<file path="config.mk">
export PLATFORM = sky130hd
export DESIGN_NAME = zbt_frame_copier
export DESIGN_NICKNAME = d
export VERILOG_FILES = /design/src/rtl/zbt_pkg.sv /design/src/rtl/zbt_lat_pipe.sv /design/src/rtl/zbt_frame_copier.sv
export SDC_FILE = /design/constraint.sdc
export NUM_CORES = 1
export LEC_CHECK = 0
export CAP_MARGIN = 10
export CORE_MARGIN = 4
export CORE_UTILIZATION = 50
export DETAILED_ROUTE_END_ITERATION = 10
export HOLD_SLACK_MARGIN = 0.03
export PLACE_DENSITY = 0.92
export SKIP_CTS_REPAIR_TIMING = 1
export SLEW_MARGIN = 0
export SYNTH_ARGS = -nofsm -noshare
export SYNTH_HDL_FRONTEND = slang
export SYNTH_HIERARCHICAL = 1
export SYNTH_SLANG_ARGS = --single-unit
</file>
<file path="constraint.sdc">
create_clock -name clk -period 4.5 [get_ports clk]
set_input_delay 0.45 -clock clk [delete_from_list [all_inputs] [get_ports clk]]
set_output_delay 0.45 -clock clk [all_outputs]
set_load 0.01 [all_outputs]
</file>
<file path="src/rtl/zbt_pkg.sv">
// Shared constants for the ZBT frame copier: FSM state encodings, default
// video timing and ZBT bus widths.
package zbt_pkg;

  localparam int unsigned ZBT_ADDR_W = 19;
  localparam int unsigned ZBT_DATA_W = 36;

  localparam int unsigned HCOUNT_W = 11;
  localparam int unsigned VCOUNT_W = 10;

  localparam int unsigned DEF_H_TOTAL  = 1056;
  localparam int unsigned DEF_V_TOTAL  = 806;
  localparam int unsigned DEF_H_ACTIVE = 1024;
  localparam int unsigned DEF_V_ACTIVE = 768;

  localparam int unsigned STATE_W = 2;

  localparam logic [STATE_W-1:0] ST_IDLE  = 2'd0;
  localparam logic [STATE_W-1:0] ST_ARMED = 2'd1;
  localparam logic [STATE_W-1:0] ST_COPY  = 2'd2;
  localparam logic [STATE_W-1:0] ST_DRAIN = 2'd3;

endpackage

</file>
<file path="src/rtl/zbt_lat_pipe.sv">
// Fixed-depth shift register carrying a payload plus a valid bit; the valid
// bits clear synchronously so in-flight entries can be discarded.
module zbt_lat_pipe #(
  parameter int unsigned WIDTH = 8,
  parameter int unsigned DEPTH = 3
) (
  input  logic             clk,
  input  logic             clear_i,
  input  logic             valid_i,
  input  logic [WIDTH-1:0] data_i,
  output logic             valid_o,
  output logic [WIDTH-1:0] data_o
);

  logic [DEPTH-1:0] valid_q;
  logic [WIDTH-1:0] data_q [DEPTH];

  always_ff @(posedge clk) begin
    if (clear_i) begin
      valid_q <= '0;
    end else begin
      valid_q[0] <= valid_i;
      for (int unsigned i = 1; i < DEPTH; i++) begin
        valid_q[i] <= valid_q[i-1];
      end
    end
  end

  // Payload needs no clear: it is only consumed alongside its valid bit.
  always_ff @(posedge clk) begin
    data_q[0] <= data_i;
    for (int unsigned i = 1; i < DEPTH; i++) begin
      data_q[i] <= data_q[i-1];
    end
  end

  assign valid_o = valid_q[DEPTH-1];
  assign data_o  = data_q[DEPTH-1];

endmodule

</file>
<file path="src/rtl/zbt_frame_copier.sv">
// Copies whole video frames from ZBT bank 0 to bank 1: forecasts the raster
// position, issues word reads, realigns returning data and writes it masked.
module zbt_frame_copier
  import zbt_pkg::*;
#(
  parameter int unsigned H_TOTAL   = DEF_H_TOTAL,
  parameter int unsigned V_TOTAL   = DEF_V_TOTAL,
  parameter int unsigned H_ACTIVE  = DEF_H_ACTIVE,
  parameter int unsigned V_ACTIVE  = DEF_V_ACTIVE,
  parameter int unsigned LOOKAHEAD = 8,
  parameter int unsigned READ_LAT  = 2,
  parameter int unsigned PIX_SHIFT = 1,
  parameter int unsigned ADDR_W    = ZBT_ADDR_W,
  parameter int unsigned DATA_W    = ZBT_DATA_W
) (
  input  logic                clk,
  input  logic                reset,
  input  logic [HCOUNT_W-1:0] hcount,
  input  logic [VCOUNT_W-1:0] vcount,
  input  logic                enable,
  input  logic [DATA_W-1:0]   color_mask,
  output logic [ADDR_W-1:0]   read_addr,
  input  logic [DATA_W-1:0]   vram_read_data,
  output logic [ADDR_W-1:0]   write_addr,
  output logic [DATA_W-1:0]   write_data,
  output logic                write_en,
  output logic                busy,
  output logic                frame_done
);

  localparam int unsigned HC_W   = HCOUNT_W;
  localparam int unsigned VC_W   = VCOUNT_W;
  localparam int unsigned H_WRAP = H_TOTAL - LOOKAHEAD;
  localparam int unsigned CNT_W  = $clog2(READ_LAT + 1) + 1;
  localparam int unsigned DEPTH  = READ_LAT + 1;

  localparam logic [HC_W-1:0] HF_WRAP    = HC_W'(H_WRAP);
  localparam logic [HC_W-1:0] HF_ACTIVE  = HC_W'(H_ACTIVE);
  localparam logic [HC_W-1:0] HF_LAST    = HC_W'(H_ACTIVE - (1 << PIX_SHIFT));
  localparam logic [HC_W-1:0] HF_ALIGN   = HC_W'((1 << PIX_SHIFT) - 1);
  localparam logic [VC_W-1:0] VF_ACTIVE  = VC_W'(V_ACTIVE);
  localparam logic [VC_W-1:0] VF_LAST    = VC_W'(V_ACTIVE - 1);
  localparam logic [VC_W-1:0] VC_LAST    = VC_W'(V_TOTAL - 1);
  localparam logic [CNT_W-1:0] DRAIN_END = CNT_W'(READ_LAT);

  logic [STATE_W-1:0] state_q, state_d;
  logic [CNT_W-1:0]   drain_cnt_q, drain_cnt_d;
  logic [ADDR_W-1:0]  read_addr_q;
  logic [ADDR_W-1:0]  write_addr_q;
  logic [DATA_W-1:0]  write_data_q;
  logic               write_en_q;
  logic               busy_q;
  logic               frame_done_q, frame_done_d;

  logic [HC_W-1:0]   hf_c;
  logic [VC_W-1:0]   vf_c;
  logic [ADDR_W-1:0] addr_c;
  logic              active_c;
  logic              aligned_c;
  logic              start_c;
  logic              last_c;
  logic              copy_c;
  logic              issue_c;

  logic              pipe_valid;
  logic [ADDR_W-1:0] pipe_addr;

  // Raster position LOOKAHEAD clocks from now; the line only advances on wrap.
  always_comb begin
    hf_c = hcount + HC_W'(LOOKAHEAD);
    vf_c = vcount;
    if (hcount >= HF_WRAP) begin
      hf_c = hcount - HF_WRAP;
      vf_c = (vcount == VC_LAST) ? '0 : vcount + VC_W'(1);
    end
  end

  assign addr_c    = ADDR_W'({vf_c, hf_c[HC_W-1:PIX_SHIFT]});
  assign active_c  = (hf_c < HF_ACTIVE) && (vf_c < VF_ACTIVE);
  assign aligned_c = (hf_c & HF_ALIGN) == '0;
  assign start_c   = (hf_c == '0) && (vf_c == '0);
  assign last_c    = (hf_c == HF_LAST) && (vf_c == VF_LAST);
  assign issue_c   = copy_c && active_c && aligned_c;

  // Frame-aligned copy control; the start-of-frame read issues from ARMED.
  always_comb begin
    state_d      = state_q;
    drain_cnt_d  = drain_cnt_q;
    frame_done_d = 1'b0;
    copy_c       = 1'b0;
    case (state_q)
      ST_IDLE: begin
        if (enable) state_d = ST_ARMED;
      end
      ST_ARMED: begin
        if (!enable) begin
          state_d = ST_IDLE;
        end else if (start_c) begin
          state_d = ST_COPY;
          copy_c  = 1'b1;
        end
      end
      ST_COPY: begin
        copy_c      = 1'b1;
        drain_cnt_d = '0;
        if (last_c) state_d = ST_DRAIN;
      end
      ST_DRAIN: begin
        if (drain_cnt_q == DRAIN_END) begin
          frame_done_d = 1'b1;
          drain_cnt_d  = '0;
          state_d      = enable ? ST_ARMED : ST_IDLE;
        end else begin
          drain_cnt_d = drain_cnt_q + CNT_W'(1);
        end
      end
      default: state_d = ST_IDLE;
    endcase
  end

  always_ff @(posedge clk) begin
    if (reset) begin
      state_q      <= ST_IDLE;
      drain_cnt_q  <= '0;
      read_addr_q  <= '0;
      busy_q       <= 1'b0;
      frame_done_q <= 1'b0;
    end else begin
      state_q      <= state_d;
      drain_cnt_q  <= drain_cnt_d;
      read_addr_q  <= addr_c;
      busy_q       <= (state_d != ST_IDLE);
      frame_done_q <= frame_done_d;
    end
  end

  // Address/issue travel alongside the outstanding read until its data returns.
  zbt_lat_pipe #(
    .WIDTH (ADDR_W),
    .DEPTH (DEPTH)
  ) u_lat_pipe (
    .clk     (clk),
    .clear_i (reset),
    .valid_i (issue_c),
    .data_i  (addr_c),
    .valid_o (pipe_valid),
    .data_o  (pipe_addr)
  );

  always_ff @(posedge clk) begin
    if (reset) begin
      write_addr_q <= '0;
      write_data_q <= '0;
      write_en_q   <= 1'b0;
    end else begin
      write_en_q <= pipe_valid;
      if (pipe_valid) begin
        write_addr_q <= pipe_addr;
        write_data_q <= vram_read_data & color_mask;
      end
    end
  end

  assign read_addr  = read_addr_q;
  assign write_addr = write_addr_q;
  assign write_data = write_data_q;
  assign write_en   = write_en_q;
  assign busy       = busy_q;
  assign frame_done = frame_done_q;

endmodule

</file>
After elaboration in Yosys (flattened, before gate mapping):

Memory sizes are Yosys's and may differ from the RTL's. A register that Yosys moved wholly into a read port is not among the register bits.
Cells that the tools add are included.

* memories: 1
* flip-flop bits (word level): 66
* bits of input ports: 96
* RAM bits: 57

* equal/unequal tests: 7
* reductions and logical operators: 12
* $lt $le $gt $ge: 3
* bitwise gates (word level): 2
* add/sub/neg operators: 4
* mux-type cells: 16

Memory list
* u_lat_pipe.data_q: depth 3, bits a word 19, rd ports 3, clocked after Yosys merged registers in 1, wr ports 3, RTL line zbt_lat_pipe.sv:16 `logic [WIDTH-1:0] data_q [DEPTH];`

Operators with widths (count)
* $and 36x36->36: 1
* $logic_not 11->1: 2
* $eq 10x10->1 const B: 2
* $mux 10: 2
* $add 11x4->11 const B: 1
* $eq 11x10->1 const B: 1
* $ge 11x11->1 const B: 1
* $lt 11x11->1 const B: 1
* $mux 11: 1
* $sub 11x11->11 const B: 1
* $add 10x1->10 const B: 1
* $logic_not 10->1: 1
* $lt 10x10->1 const B: 1
* $mux 2: 5
* $pmux 2 s4: 1
* $pmux 3 s2: 1
* $logic_and 1x1->1: 5
* $eq 2x2->1 const B: 2
* $mux 1: 4
* $reduce_bool 2->1: 2
* $add 3x1->3 const B: 1
* $eq 3x2->1 const B: 1
* $mux 3: 1
* $eq 2x1->1 const B: 1
* 4 further kinds: 4

Depth between registers and ports, before layout:

Gate-level depths: netlist (run 1).

* depth in word-level cells: 10
* depth in mapped cells: 11
* mapped depth without buffers: 10

Cells and area by module:

Netlist (run 1), hierarchy kept.

Modules (own cells, without submodules)
* zbt_frame_copier: area each 4043.9 µm², times used 1, seq. area each 1641.6 µm², cells an instance 484
* zbt_lat_pipe: area each 1362.6 µm², times used 1, seq. area each 1201.2 µm², cells an instance 82

Worst setup path after synthesis (run 1):

Ideal clock, no wire load.

* kind: in2reg
* start: input hcount[3]
* end: register u_lat_pipe.valid_q[0]
* setup slack: 1.711 ns
* library setup time: 0.065 ns
* cell stages on the path: 11
* arrival time: 2.724 ns
* path through: ha_1 > clkbuf_1 > or2_1 > a211o_1 > buf_6 > a311o_1 > a22oi_2 > nand3_1 > or4_1 > a21oi_1 > nor2b_1

* longest elaborated chain between the ends: 9

RTL lines
* from (decl): RTL line zbt_frame_copier.sv:18 `input logic [HCOUNT_W-1:0] hcount,`
* $add 11x4->11 (tied with other cells): RTL line zbt_frame_copier.sv:70 `hf_c = hcount + HC_W'(LOOKAHEAD);`
* $mux 11 / $mux 10 (equally long branches): RTL line zbt_frame_copier.sv:72 `if (hcount >= HF_WRAP) begin`
* $logic_not 11->1 / $logic_not 10->1 (equally long branches): RTL line zbt_frame_copier.sv:81 `assign start_c = (hf_c == '0) && (vf_c == '0);`
* $logic_and 1x1->1: RTL line zbt_frame_copier.sv:81
* $mux 1: RTL line zbt_frame_copier.sv:98 `end else if (start_c) begin`
* $mux 1: RTL line zbt_frame_copier.sv:96 `if (!enable) begin`
* $pmux 1 s2: RTL line zbt_frame_copier.sv:91 `case (state_q)`
* $logic_and 1x1->1: RTL line zbt_frame_copier.sv:83 `assign issue_c = copy_c && active_c && aligned_c;`
* $logic_and 1x1->1 *: RTL line zbt_frame_copier.sv:83
* named net issue_c: RTL line zbt_frame_copier.sv:63 `logic issue_c;`
* to (signal assigned): RTL line zbt_lat_pipe.sv:22 `valid_q[0] <= valid_i;`
* to (signal, indexed assignment): RTL line zbt_lat_pipe.sv:24 `valid_q[i] <= valid_q[i-1];`
* to (decl): RTL line zbt_lat_pipe.sv:15 `logic [DEPTH-1:0] valid_q;`

Mark *: on every way through the listed nets, which the timed path passes. The rest lies on a longest branch.
A chain may end at the register's enable or synchronous reset.

Worst setup path after layout (run 1):

* start: input hcount[1]
* end: register u_lat_pipe.valid_q[0]

Same word-level chain as after synthesis.

==> qor.csv, run 1 <==
stage;metric;value;unit
setup_path;Req. time, crit path;4.94;ns
clock_network;clk slew on worst S/H paths;0.06;ns
drt;WL final;14700;microns
clock_network;CTS max path bufs;2;
timing;fin crit period;3.31;ns
final_layout;Area Growth Syn to Fin;42.1;%
placement;IO buf count;172;
drt;DRC Markers;0;
timing;RSZ-0062 raised after global routing;false;
synthesis;mean post-synth cell area;9.55;sq um
timing;final worst slack;1.19;ns
global_route;first-pass GRT wire length;23100;microns
timing;TNS Setup;0;ns
timing;Worst Max-Slew Pin Slew;0.888;ns
die;num rows;37;
clock_network;clock sinks;142;
placement;post-placement cell count;828;
synthesis;Post-Syn Area;5410;sq um
outcome;status;finished clean;
synthesis;area leader, netlist;dfxtp_1;
setup_path;critical path, cell by cell;clkdlybuf4s50_1 -> nor3_1 -> a211o_1 -> a22oi_1 -> nor4_1 -> nand3_1 -> or4_1 -> a21oi_1 -> nor2b_1;
timing;Slew Limit Fails;0;
final_layout;commonest non-fill, non-tap cell in the layout;clkdlybuf4s50_1;
synthesis;Seq/Total Area, Yosys;52.6;%
global_route;antenna violations before repair;0;
power_and_ir_drop;Leak;2.76;nW
setup_path;CP arrival;3.75;ns
final_layout;share of cells above drive strength 1;6.50;%
setup_path;critical path startpoint category;input port;
setup_path;worst stage delay on the critical path;0.68;ns
placement;dpl ws;0.796;ns
timing;setup violators final;0;
final_layout;nets;814;
clock_network;root buffer cell;clkbuf_8;
final_layout;# diodes;0;
setup_path;worst-path maximum fanout;11;
global_route;gr ovfl total;0;
clock_network;worst skew pair latency;0.51;ns
drt;Final ANT Viol Nets;0;
final_layout;most frequent cells in the layout;171 x clkdlybuf4s50_1, 141 x dfxtp_1, 50 x nand3_1, 48 x a21oi_1, 43 x nor2_1;
placement;placed wire-length estimate;10700;microns
synthesis;number of synthesized register bits;142;
final_layout;final non-filler cell total;859;
synthesis;Synth async-reset ratio;0;%
drt;drt via density;5.35;
worst_hold_path;Hold Path Class;reg -> reg;
timing;Rel. slew slack;40.8;%
synthesis;cell count after synthesis;566;
synthesis;top cell type's share of synthesized area;52.6;%
synthesis;Yosys warnings;6;
setup_path;Critical-path top delay cell;nor3_1;
global_route;largest net degree at the start of global routing;93;
power_and_ir_drop;cell area power density;397;nW/um^2
setup_path;r2r endpoint;state_q[0]$_SDFF_PP0_;
worst_hold_path;hold path depth;0;
global_route;total track usage;23.0;%
die;Die ar.;12500;sq um
worst_hold_path;hold-critical path endpoint;u_lat_pipe/data_q[0][52]$_DFF_P_;
synthesis;Synth Flop Type;dfxtp_1;
power_and_ir_drop;Power, Total;0.00305;W
clock_network;CTS tree;done;
drt;Pre-Repair DR Iteration Count;5;
setup_path;CP top delay family;simple AND/OR/NAND/NOR gates;
drt;DR iter-0 viols;357;
clock_network;CTS H-tree lvls;4;
power_and_ir_drop;worst vdd ir;230;uV
timing;clock skew;0.00532;ns
timing;Peak Freq;0.302;GHz
synthesis;synth top area cells;dfxtp_1 53%, nand3_1 4.6%, nand2b_1 4.5%;
setup_path;CP Class;in -> reg;
setup_path;Worst Setup End Kind;flop;
worst_hold_path;worst hold start;u_lat_pipe/data_q[0][33]$_DFF_P_;
drt;Routed wire per std cell;17.1;microns
synthesis;Netlist cell types;66;
run;maximum capacitance violations;0;
placement;Placer Congestion;0.923;
setup_path;WP buf/inv;1;
setup_path;reg2reg setup slack;2.54;ns
timing;post-route clock period utilization;73.6;%
global_route;vias in the first global route;4533;
drt;vias;4594;
timing;endpoints failing hold;0;
die;core area;10400;sq um
synthesis;number of enable flip-flop cells after synthesis;0;
die;io pins;173;
die;Die Ht;112;microns
die;Starting Density;51.9;%
setup_path;start of the worst register-to-register path;state_q[0]$_SDFF_PP0_;
timing;Worst Hold Slack;0.322;ns
clock_network;CTS Buf Count;17;
die;Die W;112;microns
synthesis;syn nets;669;
setup_path;r2r worst-path depth;8;
report_power, final:
| group | internal (W) | switching [W] |
|---|---|---|
| sequential | 0.00131 | 0.0000188 |
| combinational | 0.000137 | 0.000118 |
| clock | 0.000968 | 0.000495 |
| total | 0.00242 | 0.000632 |
per-stage QoR:
stage / cell area (sq um) / util, %
finish: 7680 / 73.7
global placement: 7050 / 67.7
detailed placement: 7050 / 67.7
global route: 7680 / 73.7
floorplan: 5410 / -
CTS: 7680 / 73.7
state kept, by name, indices dropped and copies added (netlist names):
register	cells
read_addr	19
state_q	2
frame_done	1
busy	1
drain_cnt_q	3
write_data	36
u_lat_pipe/valid_q	3
write_en	1
write_addr	19
u_lat_pipe/data_q	57
logic make-up (layout without fill, tap and decap cells):
group | Yosys count | in the layout | share of synthesized area [%]
AOI/OAI and AO/OA | 107 | 107 | 12.8
muxes | 21 | 21 | 3.89
xor gates and xnor gates | 6 | 6 | 1.11
adders and majority gates | 7 | 7 | 1.62
buffers and inverters | 70 | 227 | 6.48
DFF | 142 | 142 | 52.6
and+or+nand+nor | 213 | 213 | 21.5
area by class of cell:
cell class,instances,area [sq um]
inverter,19,71.3
sequential,142,2840
clock inverter,10,188
timing repair buffer,177,1750
fill,770,2740
multi-input combinational,354,2210
tap,136,170
clock buffer,21,439
how the worst max path moves through the flow:
stage	start	to	slack [ns]	depth (start not counted)
global route	hcount[3]	u_lat_pipe/valid_q[0]$_SDFF_PP0_	1.02	10
floorplan	hcount[3]	u_lat_pipe/valid_q[0]$_SDFF_PP0_	1.71	11
detailed placement	hcount[6]	u_lat_pipe/valid_q[0]$_SDFF_PP0_	0.80	9
CTS	hcount[1]	u_lat_pipe/valid_q[0]$_SDFF_PP0_	1.31	9
finish	hcount[1]	u_lat_pipe/valid_q[0]$_SDFF_PP0_	1.19	9
global placement	hcount[6]	u_lat_pipe/valid_q[0]$_SDFF_PP0_	0.86	9
worst reg2reg max path: stages, from the launching register on:
cell,delay [ns]
dfxtp_1,0.39
inv_1,0.15
ha_1,0.30
nand3_1,0.13
nor3_1,0.21
o2111ai_1,0.21
nor4_1,0.25
a31oi_1,0.13
o21ai_0,0.11
Yosys cell counts, types with 4 or more instances:
library cell    n
inv_1          19
nand2b_1       39
nand3_1        50
ha_1            7
buf_4          19
o21ai_0        10
clkbuf_1       27
nand4b_1        4
nor4_1          6
a21oi_1        48
dfxtp_1       142
mux2i_1        21
xnor2_1         4
nor2_1         43
o211ai_1        8
nor2b_1        15
nand2_1        15
nor3_1         12
per-layer routing:
metal	vias to the layer above	wire length [microns]	GRT usage (%)
met2	193	7560	41.9
met4	0	177	7.37
met3	15	1150	7.23
met5	-	0	0
met1	2139	5760	25.5
li1	2247	-	-
Power figures use the tool's default switching activity.
==> run 2, diff against run 1 <==
--- a/config.mk
+++ b/config.mk
@@ -7,10 +7,10 @@
 export LEC_CHECK = 0
 export CAP_MARGIN = 10
 export CORE_MARGIN = 4
-export CORE_UTILIZATION = 50
+export CORE_UTILIZATION = 46
 export DETAILED_ROUTE_END_ITERATION = 10
 export HOLD_SLACK_MARGIN = 0.03
-export PLACE_DENSITY = 0.92
+export PLACE_DENSITY = 0.86
 export SKIP_CTS_REPAIR_TIMING = 1
 export SLEW_MARGIN = 0
 export SYNTH_ARGS = -nofsm -noshare
==> constraint.sdc (replaced) <==
create_clock -name clk -period 3.35 [get_ports clk]
set_input_delay 0.335 -clock clk [delete_from_list [all_inputs] [get_ports clk]]
set_output_delay 0.335 -clock clk [all_outputs]
set_load 0.01 [all_outputs]
==> run 2 against run 1 <==
  * Sequential share of layout area fell by 0.77 points
  * Die area increased by 8.1%
  * First-iteration DRC count is 25% lower
  * Register-to-register slack got worse by 1.0 ns
  * Global-route usage down 1.7 points
  * Critical path depth is 1 higher
  * Critical endpoint unchanged
==> qor.csv, run 2 (same netlist as run 1, synthesis figures left out) <==
stage;metric;value;unit;change
outcome;status;finished clean;;
drt;routed wire length on met3;1320;microns;+14%
timing;clock skew;0.00833;ns;+0.00301 ns
drt;highest routed metal layer;met4;;
timing;Slew Limit Fails;0;;unchanged
clock_network;CTS Buf Count;17;;unchanged
global_route;antenna violations before repair;0;;unchanged
final_layout;most frequent cells in the layout;171 x clkdlybuf4s50_1, 141 x dfxtp_1, 50 x nand3_1, 48 x a21oi_1, 43 x nor2_1;;
worst_hold_path;Hold Path Class;in -> reg;;
drt;wire length on met2;7180;microns;-5.1%
worst_hold_path;worst hold start;reset;;
global_route;total track usage;21.3;%;-1.7 points
global_route;vias in the first global route;4639;;+2.3%
global_route;largest net degree at the start of global routing;85;;-8.6%
power_and_ir_drop;cell area power density;508;nW/um^2;+28%
drt;Final ANT Viol Nets;0;;unchanged
die;Die Ht;116;microns;+4.0%
drt;vias;4640;;+1.0%
power_and_ir_drop;Leak;2.85;nW;+3.3%
run;maximum capacitance violations;0;;unchanged
drt;DR iter-0 viols;267;;-25%
global_route;first-pass GRT wire length;22600;microns;-1.9%
placement;Placer Congestion;0.855;;-7.3%
placement;post-placement cell count;859;;+3.7%
setup_path;r2r worst-path depth;7;;-1
drt;WL final;14700;microns;+0.59%
drt;Pre-Repair DR Iteration Count;6;;+1
clock_network;CTS tree;done;;
timing;endpoints failing hold;0;;unchanged
die;Die W;116;microns;+4.0%
setup_path;critical path startpoint category;input port;;
clock_network;CTS H-tree lvls;4;;unchanged
drt;Routed wire per std cell;16.5;microns;-3.0%
die;Starting Density;47.1;%;-4.8 points
timing;TNS Setup;0;ns;unchanged
timing;fin crit period;2.78;ns;
timing;RSZ-0062 raised after global routing;false;;
setup_path;CP arrival;3.12;ns;-0.63 ns
final_layout;nets;838;;+2.9%
clock_network;worst skew pair latency;0.41;ns;-0.10 ns
clock_network;clock sinks;142;;unchanged
die;num rows;39;;+5.4%
timing;Worst Max-Slew Pin Slew;1.04;ns;+0.153 ns
clock_network;CTS max path bufs;2;;unchanged
worst_hold_path;hold path depth;2;;+2
final_layout;number of fill cells;916;;+19%
setup_path;Worst Setup End Kind;flop;;
placement;placed wire-length estimate;10900;microns;+2.0%
setup_path;crit path from;vcount[0];;
timing;Peak Freq;0.359;GHz;
die;core area;11500;sq um;+10%
drt;DRC Markers;0;;unchanged
setup_path;reg2reg setup slack;1.51;ns;-1.03 ns
worst_hold_path;hold-critical path endpoint;read_addr[1]$_SDFF_PP0_;;
power_and_ir_drop;worst vdd ir;310;uV;+35%
final_layout;Largest Register;u_lat_pipe/data_q;;
final_layout;commonest non-fill, non-tap cell in the layout;clkdlybuf4s50_1;;
timing;Rel. slew slack;30.6;%;-10 points
final_layout;# diodes;0;;unchanged
clock_network;root buffer cell;clkbuf_16;;
final_layout;share of cells above drive strength 1;9.89;%;+3.4 points
clock_network;clk slew on worst S/H paths;0.06;ns;about the same
drt;drt via density;5.21;;-2.6%
placement;IO buf count;172;;unchanged
setup_path;start of the worst register-to-register path;drain_cnt_q[1]$_SDFFE_PP0P_;;
setup_path;worst-path maximum fanout;7;;-4
final_layout;final non-filler cell total;891;;+3.7%
final_layout;max FFs per register;57;;unchanged
die;io pins;173;;unchanged
setup_path;CP Class;in -> reg;;
final_layout;Area Growth Syn to Fin;45.1;%;
global_route;gr ovfl total;0;;unchanged
drt;Metal-1 WL;6030;microns;+4.7%
setup_path;Req. time, crit path;3.69;ns;-1.25 ns
timing;post-route clock period utilization;83.1;%;
die;Die ar.;13600;sq um;+8.1%
setup_path;r2r endpoint;state_q[0]$_SDFF_PP0_;;
timing;setup violators final;0;;unchanged
[run 2: how the worst max path moves through the flow]
| stage | cells past startpoint | to |
|---|---|---|
| after global routing | 11 | u_lat_pipe/valid_q[0]$_SDFF_PP0_ |
| after global placement | 10 | u_lat_pipe/valid_q[0]$_SDFF_PP0_ |
| final | 10 | u_lat_pipe/valid_q[0]$_SDFF_PP0_ |
| after floorplan | 11 | u_lat_pipe/valid_q[0]$_SDFF_PP0_ |
| after CTS | 10 | u_lat_pipe/valid_q[0]$_SDFF_PP0_ |
| after detailed placement | 10 | u_lat_pipe/valid_q[0]$_SDFF_PP0_ |
[run 2: layout make-up]
type / count / area [sq um] / area share [%]
Clock buffer: 18 / 429 / 5.47
Clock inverter: 14 / 159 / 2.03
Inverter: 19 / 71.3 / 0.909
Multi-Input combinational cell: 354 / 2210 / 28.2
Sequential cell: 142 / 2840 / 36.3
Tap cell: 143 / 179 / 2.28
Timing Repair Buffer: 201 / 1950 / 24.8
[run 2: through the flow]
step           hold WS, ns  power [W]  setup WS [ns]  instance area (sq um)  util [%]
2_1_floorplan        0.310    0.00198          0.676                   5410         -
3_3_place_gp         0.310    0.00218          0.232                   7250      63.3
3_5_place_dp         0.312    0.00218          0.180                   7250      63.3
4_1_cts              0.150    0.00402          0.585                   7840      68.4
5_1_grt              0.166    0.00413          0.346                   7840      68.4
6_report             0.162    0.00398          0.566                   7840      68.4
[run 2: worst max-delay path: stages]
cell and delay, ns:
clkdlybuf4s50_1 0.58, ha_1 0.20, nand3b_1 0.10, or4_1 0.51
a211oi_1 0.32, o21a_1 0.19, nand4_2 0.10, or4_1 0.51
a21oi_1 0.14, nor2b_1 0.13
[run 2: power by group]
group	internal, W	total [W]	leakage (nW)	switching (W)
logic	0.000202	0.000367	1.41	0.000164
registers	0.00176	0.00178	1.17	0.0000238
clock network	0.00111	0.00183	0.270	0.000726
[run 2: routing by layer]
metal | up-vias | global-route usage, %
met5 | - | 0
met4 | 0 | 7.04
met3 | 23 | 6.53
met2 | 202 | 37.1
met1 | 2114 | 25.0
li1 | 2301 | -
